**src/rtl/alu_seq_pkg.sv**
```systemverilog
// -----------------------------------------------------------------------------
// alu_seq_pkg
// Shared definitions for the sequential execute-stage ALU (alu_seq_exec):
//   - 4-bit ALU control code constants as produced by the ALU controller
//   - FSM state type for the top-level sequencer
//   - is_legal_ctrl(): reports whether a control code is implemented
// Optional feature macro (consumed by the RTL files): ALU_SEQ_MULHI_EN
// -----------------------------------------------------------------------------
package alu_seq_pkg;

  localparam logic [3:0] ALU_AND = 4'd0;
  localparam logic [3:0] ALU_OR  = 4'd1;
  localparam logic [3:0] ALU_ADD = 4'd2;
  localparam logic [3:0] ALU_MUL = 4'd3;
  localparam logic [3:0] ALU_SUB = 4'd6;
  localparam logic [3:0] ALU_SLT = 4'd7;
  localparam logic [3:0] ALU_NOR = 4'd12;

  typedef enum logic [1:0] {
    IDLE = 2'd0,
    MUL  = 2'd1,
    DONE = 2'd2
  } state_e;

  function automatic logic is_legal_ctrl(input logic [3:0] ctrl);
    case (ctrl)
      ALU_AND, ALU_OR, ALU_ADD, ALU_MUL,
      ALU_SUB, ALU_SLT, ALU_NOR: return 1'b1;
      default:                   return 1'b0;
    endcase
  endfunction

endpackage

```
**src/rtl/shift_add_mul.sv**
```systemverilog
// -----------------------------------------------------------------------------
// shift_add_mul
// Iterative shift-add unsigned multiplier, one multiplier bit per cycle,
// always exactly WIDTH iterations (no early exit on a zero multiplier).
//
// Ports:
//   clk_i      in   clock, rising edge
//   rst_i      in   asynchronous active-low reset
//   start_i    in   latch a_i/b_i and begin; ignored while busy
//   a_i        in   multiplicand [WIDTH-1:0]
//   b_i        in   multiplier   [WIDTH-1:0]
//   busy_o     out  iterating (the WIDTH cycles after start)
//   done_o     out  high during the final iteration; prod_*_o valid then
//   prod_lo_o  out  low WIDTH bits of the product (next-state value)
//   prod_hi_o  out  high WIDTH bits (only with ALU_SEQ_MULHI_EN)
//
// Macro ALU_SEQ_MULHI_EN widens the partial product to 2*WIDTH so the upper
// half of the unsigned product is available.
// -----------------------------------------------------------------------------
module shift_add_mul
  import alu_seq_pkg::*;
#(
  parameter int WIDTH = 32
) (
  input  logic             clk_i,
  input  logic             rst_i,
  input  logic             start_i,
  input  logic [WIDTH-1:0] a_i,
  input  logic [WIDTH-1:0] b_i,
  output logic             busy_o,
  output logic             done_o,
  output logic [WIDTH-1:0] prod_lo_o
`ifdef ALU_SEQ_MULHI_EN
  ,
  output logic [WIDTH-1:0] prod_hi_o
`endif
);

`ifdef ALU_SEQ_MULHI_EN
  localparam int PW = 2 * WIDTH;
`else
  localparam int PW = WIDTH;
`endif
  // Counter must hold WIDTH after the last increment.
  localparam int CW = $clog2(WIDTH + 1);

  logic [PW-1:0]    mcand_q, mcand_d;
  logic [PW-1:0]    part_q,  part_d;
  logic [WIDTH-1:0] mplier_q, mplier_d;
  logic [CW-1:0]    cnt_q,   cnt_d;
  logic             busy_q,  busy_d;
  logic             last_iter;

  assign last_iter = busy_q && (cnt_q == CW'(WIDTH - 1));

  always_comb begin
    mcand_d  = mcand_q;
    mplier_d = mplier_q;
    part_d   = part_q;
    cnt_d    = cnt_q;
    busy_d   = busy_q;
    if (start_i && !busy_q) begin
      mcand_d  = PW'(a_i);
      mplier_d = b_i;
      part_d   = '0;
      cnt_d    = '0;
      busy_d   = 1'b1;
    end else if (busy_q) begin
      if (mplier_q[0]) begin
        part_d = part_q + mcand_q;
      end
      mcand_d  = mcand_q << 1;
      mplier_d = mplier_q >> 1;
      cnt_d    = cnt_q + CW'(1);
      if (last_iter) begin
        busy_d = 1'b0;
      end
    end
  end

  always_ff @(posedge clk_i or negedge rst_i) begin
    if (!rst_i) begin
      mcand_q  <= '0;
      mplier_q <= '0;
      part_q   <= '0;
      cnt_q    <= '0;
      busy_q   <= 1'b0;
    end else begin
      mcand_q  <= mcand_d;
      mplier_q <= mplier_d;
      part_q   <= part_d;
      cnt_q    <= cnt_d;
      busy_q   <= busy_d;
    end
  end

  // The product is taken from the next-state partial so the parent can
  // register it on the same edge that retires the final iteration.
  assign busy_o    = busy_q;
  assign done_o    = last_iter;
  assign prod_lo_o = part_d[WIDTH-1:0];
`ifdef ALU_SEQ_MULHI_EN
  assign prod_hi_o = part_d[PW-1:WIDTH];
`endif

endmodule

```
**src/rtl/alu_seq_exec.sv**
```systemverilog
// -----------------------------------------------------------------------------
// alu_seq_exec
// Execute-stage ALU with valid/ready handshake. Single-cycle ops (AND, OR,
// ADD, SUB, SLT, NOR) deliver a registered result one cycle after accept;
// MUL runs on shift_add_mul for WIDTH cycles and delivers in cycle WIDTH+1.
//
// Ports:
//   clk_i     in   clock, rising edge
//   rst_i     in   asynchronous active-low reset
//   valid_i   in   ctrl/operands valid this cycle
//   ready_o   out  an op can be accepted this cycle
//   ctrl_i    in   4-bit ALU control code (see alu_seq_pkg)
//   src1_i    in   operand A [WIDTH-1:0]
//   src2_i    in   operand B [WIDTH-1:0]
//   valid_o   out  one-cycle pulse: result_o/zero_o/err_o are new
//   result_o  out  registered result [WIDTH-1:0]
//   zero_o    out  result_o == 0
//   err_o     out  accepted control code is illegal
//   hi_o      out  upper half of the MUL product (only with ALU_SEQ_MULHI_EN)
//
// Optional feature macro: ALU_SEQ_MULHI_EN.
// -----------------------------------------------------------------------------
module alu_seq_exec
  import alu_seq_pkg::*;
#(
  parameter int WIDTH = 32
) (
  input  logic             clk_i,
  input  logic             rst_i,
  input  logic             valid_i,
  output logic             ready_o,
  input  logic [3:0]       ctrl_i,
  input  logic [WIDTH-1:0] src1_i,
  input  logic [WIDTH-1:0] src2_i,
  output logic             valid_o,
  output logic [WIDTH-1:0] result_o,
  output logic             zero_o,
  output logic             err_o
`ifdef ALU_SEQ_MULHI_EN
  ,
  output logic [WIDTH-1:0] hi_o
`endif
);

  state_e           state_q, state_d;
  logic             accept, acc_mul, acc_single;
  logic             mul_busy, mul_done;
  logic [WIDTH-1:0] mul_lo;
  logic [WIDTH-1:0] alu_res;
  logic             alu_err;

  logic             valid_q,  valid_d;
  logic [WIDTH-1:0] result_q, result_d;
  logic             zero_q,   zero_d;
  logic             err_q,    err_d;
`ifdef ALU_SEQ_MULHI_EN
  logic [WIDTH-1:0] mul_hi;
  logic [WIDTH-1:0] hi_q, hi_d;
`endif

  // ---------------------------------------------------------------------------
  // FSM: state register
  // ---------------------------------------------------------------------------
  always_ff @(posedge clk_i or negedge rst_i) begin
    if (!rst_i) begin
      state_q <= IDLE;
    end else begin
      state_q <= state_d;
    end
  end

  // ---------------------------------------------------------------------------
  // FSM: next state. DONE behaves like IDLE for accepts, so a new op can be
  // taken in the same cycle the MUL result is presented.
  // ---------------------------------------------------------------------------
  always_comb begin
    state_d = state_q;
    case (state_q)
      IDLE, DONE: state_d = acc_mul ? MUL : IDLE;
      MUL:        if (mul_done) state_d = DONE;
      default:    state_d = IDLE;
    endcase
  end

  // ---------------------------------------------------------------------------
  // FSM: outputs / handshake
  // ---------------------------------------------------------------------------
  always_comb begin
    ready_o    = (state_q != MUL) && !mul_busy;
    accept     = valid_i && ready_o;
    acc_mul    = accept && (ctrl_i == ALU_MUL);
    acc_single = accept && (ctrl_i != ALU_MUL);
  end

  // ---------------------------------------------------------------------------
  // Single-cycle op mux. Illegal codes produce 0 so zero_o reads 1.
  // ---------------------------------------------------------------------------
  always_comb begin
    alu_res = '0;
    alu_err = !is_legal_ctrl(ctrl_i);
    case (ctrl_i)
      ALU_AND: alu_res = src1_i & src2_i;
      ALU_OR:  alu_res = src1_i | src2_i;
      ALU_ADD: alu_res = src1_i + src2_i;
      ALU_SUB: alu_res = src1_i - src2_i;
      // Signed compare, not the SUB sign bit, so overflow cannot flip it.
      ALU_SLT: alu_res = WIDTH'($signed(src1_i) < $signed(src2_i));
      ALU_NOR: alu_res = ~(src1_i | src2_i);
      default: alu_res = '0;
    endcase
  end

  shift_add_mul #(
    .WIDTH(WIDTH)
  ) u_mul (
    .clk_i    (clk_i),
    .rst_i    (rst_i),
    .start_i  (acc_mul),
    .a_i      (src1_i),
    .b_i      (src2_i),
    .busy_o   (mul_busy),
    .done_o   (mul_done),
    .prod_lo_o(mul_lo)
`ifdef ALU_SEQ_MULHI_EN
    ,
    .prod_hi_o(mul_hi)
`endif
  );

  // ---------------------------------------------------------------------------
  // Result registers. Completions from the multiplier and single-cycle
  // accepts never coincide (ready_o is low for the whole MUL), so a simple
  // priority is enough. Values hold between completions.
  // ---------------------------------------------------------------------------
  always_comb begin
    valid_d  = 1'b0;
    result_d = result_q;
    zero_d   = zero_q;
    err_d    = err_q;
`ifdef ALU_SEQ_MULHI_EN
    hi_d     = hi_q;
`endif
    if (mul_done) begin
      valid_d  = 1'b1;
      result_d = mul_lo;
      zero_d   = (mul_lo == '0);
      err_d    = 1'b0;
`ifdef ALU_SEQ_MULHI_EN
      hi_d     = mul_hi;
`endif
    end else if (acc_single) begin
      valid_d  = 1'b1;
      result_d = alu_res;
      zero_d   = (alu_res == '0);
      err_d    = alu_err;
`ifdef ALU_SEQ_MULHI_EN
      hi_d     = '0;
`endif
    end
  end

  always_ff @(posedge clk_i or negedge rst_i) begin
    if (!rst_i) begin
      valid_q  <= 1'b0;
      result_q <= '0;
      zero_q   <= 1'b0;
      err_q    <= 1'b0;
`ifdef ALU_SEQ_MULHI_EN
      hi_q     <= '0;
`endif
    end else begin
      valid_q  <= valid_d;
      result_q <= result_d;
      zero_q   <= zero_d;
      err_q    <= err_d;
`ifdef ALU_SEQ_MULHI_EN
      hi_q     <= hi_d;
`endif
    end
  end

  assign valid_o  = valid_q;
  assign result_o = result_q;
  assign zero_o   = zero_q;
  assign err_o    = err_q;
`ifdef ALU_SEQ_MULHI_EN
  assign hi_o     = hi_q;
`endif

endmodule

```
**config.mk**
```make
export PLATFORM = sky130hd
export DESIGN_NAME = alu_seq_exec
export DESIGN_NICKNAME = d
export VERILOG_FILES = /design/src/rtl/alu_seq_pkg.sv /design/src/rtl/shift_add_mul.sv /design/src/rtl/alu_seq_exec.sv
export SDC_FILE = /design/constraint.sdc
export NUM_CORES = 1
export LEC_CHECK = 0
export BUFFER_PORTS_ARGS = -buffer_cell sky130_fd_sc_hd__buf_4
export CORE_UTILIZATION = 30
export DETAILED_ROUTE_END_ITERATION = 10
export GPL_ROUTABILITY_DRIVEN = 0
export PLACE_DENSITY = 0.47
export SKIP_CTS_REPAIR_TIMING = 1
export SLEW_MARGIN = 10
export SYNTH_ARGS = -nofsm -noshare
export SYNTH_HDL_FRONTEND = slang
export SYNTH_SLANG_ARGS = --single-unit
```
**constraint.sdc**
```tcl
create_clock -name clk_i -period 4 [get_ports clk_i]
set_clock_uncertainty 0.15 [all_clocks]
set_input_delay 0.4 -clock clk_i [delete_from_list [all_inputs] [get_ports clk_i]]
set_output_delay 0.4 -clock clk_i [all_outputs]
set_load 0.005 [all_outputs]
```
After elaboration in Yosys (flattened, before gate mapping). Cells that the tools add are included. Widths: inputs -> output; s select.

Word-level logic and storage cells: 71. Input bits: 71. Output and inout bits: 36. Bits in registers: 140.

Eq/ne operators: 12. Muxes and demuxes: 25. Reductions and logical operators: 16. Add/sub/neg operators: 4. Bitwise operators: 3. $lt $le $gt $ge: 1.

Operators by type and width (count): $mux 32 (9); $pmux 32 s6 (1); $add 32x32->32 (2); $logic_not 32->1 (2); $and 32x32->32 (1); $lt 32x32->1 (1); $not 32->32 (1); $or 32x32->32 (1); $sub 32x32->32 (1); $mux 6 (2); $mux 1 (11); $eq 4x2->1 const B (2); $eq 4x3->1 const B (2); $reduce_or 7->1 (1); $add 6x1->6 const B (1); $eq 6x5->1 const B (1); $logic_and 1x1->1 (6); $eq 4x1->1 const B (1); $eq 4x4->1 const B (1); $logic_not 4->1 (1); $ne 4x2->1 const B (1); $pmux 2 s2 (1); $reduce_bool 2->1 (2); $eq 2x1->1 const B (1); 7 further kinds (8).

Depth between registers and ports, before layout.
Depth after elaboration: 8. Depth in mapped cells: 16. Depth with buffers taken out: 15.

Cells and area by module. Synthesis repeated with hierarchy kept, for this count alone.

Cell total of the unflattened synthesis: 1733. Area, all modules: 13844.5 um^2.

Modules (own cells, without submodules): alu_seq_exec (cells an instance 1066, instances 1, seq. area each 925.9 um^2, area each 7683.6 um^2); shift_add_mul (cells an instance 667, instances 1, seq. area each 2577.5 um^2, area each 6160.9 um^2).

Worst setup path before layout. Ideal clock, no wire load.

Path type: register to register. Start: register u_mul.part_q[0]. End: register zero_q (netlist: zero_o). Buffers on the path: 0. Stages on the path, launching flop included: 14. Data arrival time: 3.835 ns. Clock period less this slack: 4.051 ns. Path slack: -0.051 ns. Library setup time: 0.066 ns. Data required time: 3.784 ns. Cells stage by stage: dfrtp_1 > ha_1 > fa_1 > a211oi_1 > o21bai_1 > a211o_1 > a21o_1 > a32oi_1 > xor2_1 > o21ai_1 > or4_1 > or4_1 > a2111oi_2 > a31o_1.

Word-level cells in the longest chain between the ends: 6.

Ends and longest elaborated chain: start, declared (line shift_add_mul.sv:48) `logic [PW-1:0] part_q, part_d;`; start signal, assigned (line shift_add_mul.sv:91) `part_q <= part_d;`; $add 32x32->32 (line shift_add_mul.sv:70) `part_d = part_q + mcand_q;`; $mux 32 (line shift_add_mul.sv:69) `if (mplier_q[0]) begin`; $mux 32 (line shift_add_mul.sv:68) `end else if (busy_q) begin`; $mux 32 (line shift_add_mul.sv:62) `if (start_i && !busy_q) begin`; via mul_lo[26] (line alu_seq_exec.sv:48) `logic [WIDTH-1:0] mul_lo;`; $logic_not 32->1 (line alu_seq_exec.sv:146) `zero_d = (mul_lo == '0);`; $mux 1 (line alu_seq_exec.sv:143) `if (mul_done) begin`; end signal, assigned (line alu_seq_exec.sv:174) `zero_q <= zero_d;`; end, declared (line alu_seq_exec.sv:54) `logic zero_q, zero_d;`.

The timed path passes the listed nets, and every way through them passes these cells. A chain may end at the register's enable or synchronous reset.

Worst setup path after layout.
Start: register u_mul.part_q[1]. End: register zero_q (netlist: zero_o).

The elaborated chain is that of the path after synthesis.

==> results.py <==
metrics = {
    "status": {
        "outcome": "finished, violations left",
        "violations": "setup timing",
    },
    "yosys": {
        "syn_inst": 1596,
        "ys_ff_latch": 140,
        "synth_nets": 1810,
        "yosys.area_share.simple_pct": 19.0,
        "avgSynthCellArea_sq_um": 8.16,
        "synthMuxAreaShare_pct": 1.23,
        "synth_fa_ha_area_share_pct": 13.9,
        "synthesis.area_sq_um": 13000,
        "async_flop_share_pct": 100,
        "synth-compound-area-share_pct": 31.2,
        "yosysSeqAreaShare_pct": 26.9,
        "synthXorXnorAreaFrac_pct": 1.61,
        "yosysWarnings": 0,
        "synth_top_family_by_area": "compound AO/OA/AOI/OAI gates",
        "synth_edf_count": 0,
        "synth_cell_types": 85,
        "synth_ff_type": "dfrtp_1",
    },
    "cts": {
        "htreeDepth": 4,
        "cts_made_buffers": 17,
        "clock-root-buffer": "clkbuf_16",
        "clkSlewWorstSetupHoldPaths_ps": 60,
        "cts_tree": "done",
        "worst_skew_pair.late_latency_ps": 450,
        "clock-sinks": 140,
        "clk_path_buf_depth": 2,
    },
    "detailed_routing": {
        "routedWlPerCell_um": 20.5,
        "num_vias": 14000,
        "viasPerCell": 5.47,
        "postRouteAntennaNets": 0,
        "drc_errors": 0,
        "first_iter_violations": 1325,
        "drtPass1Iterations": 5,
        "routed_wl_um": 52300,
    },
    "sta": {
        "fmax_ghz": 0.239,
        "whs_ps": 126,
        "setup_viol_count_final": 1,
        "rsz0062_at_grt": "yes",
        "fin_ws_ps": -184,
        "hold_viol_final": 0,
        "tightest_slew_ps": 974,
        "max_slew_margin_pct": 35.1,
        "min_period_over_period_pct": 105,
        "period_minus_slack_ps": 4180,
        "drv_slew": 0,
    },
    "pwr": {
        "power_density_nw_per_um2": 446,
        "vdd_ir_drop_max_mv": 0.295,
        "leakagePower_uw": 0.00866,
    },
    "die": {
        "die_area_sq_um": 44200,
        "pin_count": 107,
        "std_cell_rows": 75,
        "start_util_pct": 30.7,
        "coreArea_sq_um": 42400,
        "die-width_um": 210,
        "fp.dieH_um": 210,
    },
    "place": {
        "dp_hpwl_um": 41200,
        "dp_cells": 2522,
        "place_area_sq_um": 16800,
        "port_buffers": 106,
    },
    "grt": {
        "antenna_found_initial": 1,
        "grt_util_all_layers_pct": 23.7,
        "grt_pass1_wl_um": 81100,
        "grt_pass1_vias": 13900,
        "grt_max_degree": 97,
        "grt_overflow": 0,
    },
    "min_path": {
        "min_path_type": "in -> reg",
    },
    "cells_and_area": {
        "drive_above_1_share_pct": 26.0,
        "nets": 2179,
        "final_cell_mix": "441 x buf_4, 200 x nor2_1, 139 x ha_1, 139 x dfrtp_1",
        "area_growth_pct": 34.1,
        "fin_cells": 2555,
        "fillers": 4450,
        "layout_commonest_cell": "buf_4",
        "fin_area_sq_um": 17500,
    },
    "setup_path": {
        "crit_type": "reg -> reg",
        "cp-start-kind": "flop",
        "worstPathMaxFanout": 4,
        "crit_required_ps": 4240,
        "cp-end-kind": "flop",
        "arrival_ps": 4420,
    },
    "run": {
        "drv_cap": 0,
    },
}
==> worst max-delay path, stage by stage, from the launching register on <==
cell	delay, ps
dfrtp_1	430
ha_1	300
a21o_1	170
and4_1	260
nor4_1	210
nor3b_1	120
or4_4	570
nor4_4	300
and4b_1	230
nand4b_1	120
or4_4	460
or4_4	450
a2111oi_4	190
a31o_1	170
==> stage by stage <==
step,setup slack [ps],utilization [%],TNS (ps),total power [uW]
6_report,-184,41.1,-184,7780
5_1_grt,-322,41.1,-322,8300
4_1_cts,-407,41.0,-407,7760
3_5_place_dp,-446,39.7,-749,6070
3_3_place_gp,-426,39.7,-586,6040
2_1_floorplan,17.6,-,0,4230
==> logic make-up (layout without fill, tap and decap cells) <==
kind of cell,Yosys count,in the layout
AO/OA/AOI/OAI,559,559
XOR/XNOR,24,24
other,0,1
AND/OR/NAND/NOR,506,506
adder cells (fa/ha/maj),143,143
multiplexers,16,16
flip-flops,140,140
buffers and inverters,208,589
==> sequential cells by signal, summed over array words and instances (netlist names), 2 cells and up <==
register        cells
result_o           32
u_mul.mcand_q      32
u_mul.mplier_q     32
u_mul.part_q       32
u_mul.cnt_q         6
state_q             2
==> worst paths after layout <==
kind / startpoint / end / slack, ps / cells past startpoint
worst max register to register: u_mul.part_q[1] / zero_o / -180 / 13
worst min register to register: state_q[0] / state_q[0] / 340 / 1
worst min-delay path: src2_i[31] / u_mul.mplier_q[31] / 130 / 3
max in group asynchronous: rst_i / u_mul.part_q[25] / 2400 / 3
worst max-delay path: u_mul.part_q[1] / zero_o / -180 / 13
min in group asynchronous: rst_i / result_o[29] / 490 / 2
==> Yosys cell counts, types with 6 or more instances <==
cell type | number | area (sq um)
o21ai_0 | 101 | 505
nor2_1 | 202 | 758
o21bai_1 | 10 | 75.1
or3_1 | 8 | 50.1
nand3b_1 | 6 | 45.0
inv_1 | 109 | 409
a311oi_1 | 6 | 52.6
or4_1 | 9 | 67.6
or2_2 | 8 | 50.1
o2111ai_1 | 8 | 70.1
buf_1 | 10 | 37.5
mux2i_1 | 16 | 160
and2_1 | 13 | 81.3
clkbuf_1 | 81 | 304
and3_1 | 12 | 75.1
dfrtp_1 | 140 | 3500
o221ai_1 | 11 | 96.3
nor4_1 | 14 | 87.6
ha_1 | 140 | 1750
xnor2_1 | 12 | 105
a21oi_1 | 109 | 546
a31oi_1 | 15 | 93.8
o211a_1 | 7 | 70.1
o21a_1 | 8 | 60.1
o31ai_1 | 12 | 90.1
xor2_1 | 12 | 105
a211oi_1 | 20 | 150
a221o_1 | 88 | 881
nor2b_1 | 12 | 75.1
nand4_1 | 22 | 138
nand3_1 | 26 | 130
o22ai_1 | 8 | 50.1
nand2b_1 | 20 | 125
a211o_1 | 6 | 52.6
nand2_1 | 95 | 357
o211ai_1 | 13 | 97.6
a21o_1 | 33 | 248
a22oi_1 | 14 | 105
a221oi_1 | 26 | 228
nor3_1 | 30 | 150
==> layout make-up <==
type                       count  area (sq um)  share of cell area (%)
multi-input combinational   1248          8800                    50.5
sequential                   140          3500                    20.1
timing repair buffer         448          3430                    19.7
tap                          577           722                    4.14
clock buffer                  19           433                    2.48
inverter                     110           413                    2.37
clock inverter                12           140                   0.803
antenna                        1          2.50                  0.0143
==> per-layer routing <==
metal | share of wire, % | GRT usage (%)
met5 | 0 | 0
met2 | 45 | 37.5
met4 | 1.4 | 5.56
met3 | 5.9 | 3.96
met1 | 48 | 33.6
==> power by group <==
part	internal [uW]	total (uW)	leakage [uW]	switching, uW
Combinational	1840	3870	0.00656	2030
Clock	924	1660	0.000276	731
Sequential	1860	2260	0.00182	393
(Power assumes the default switching activity.)
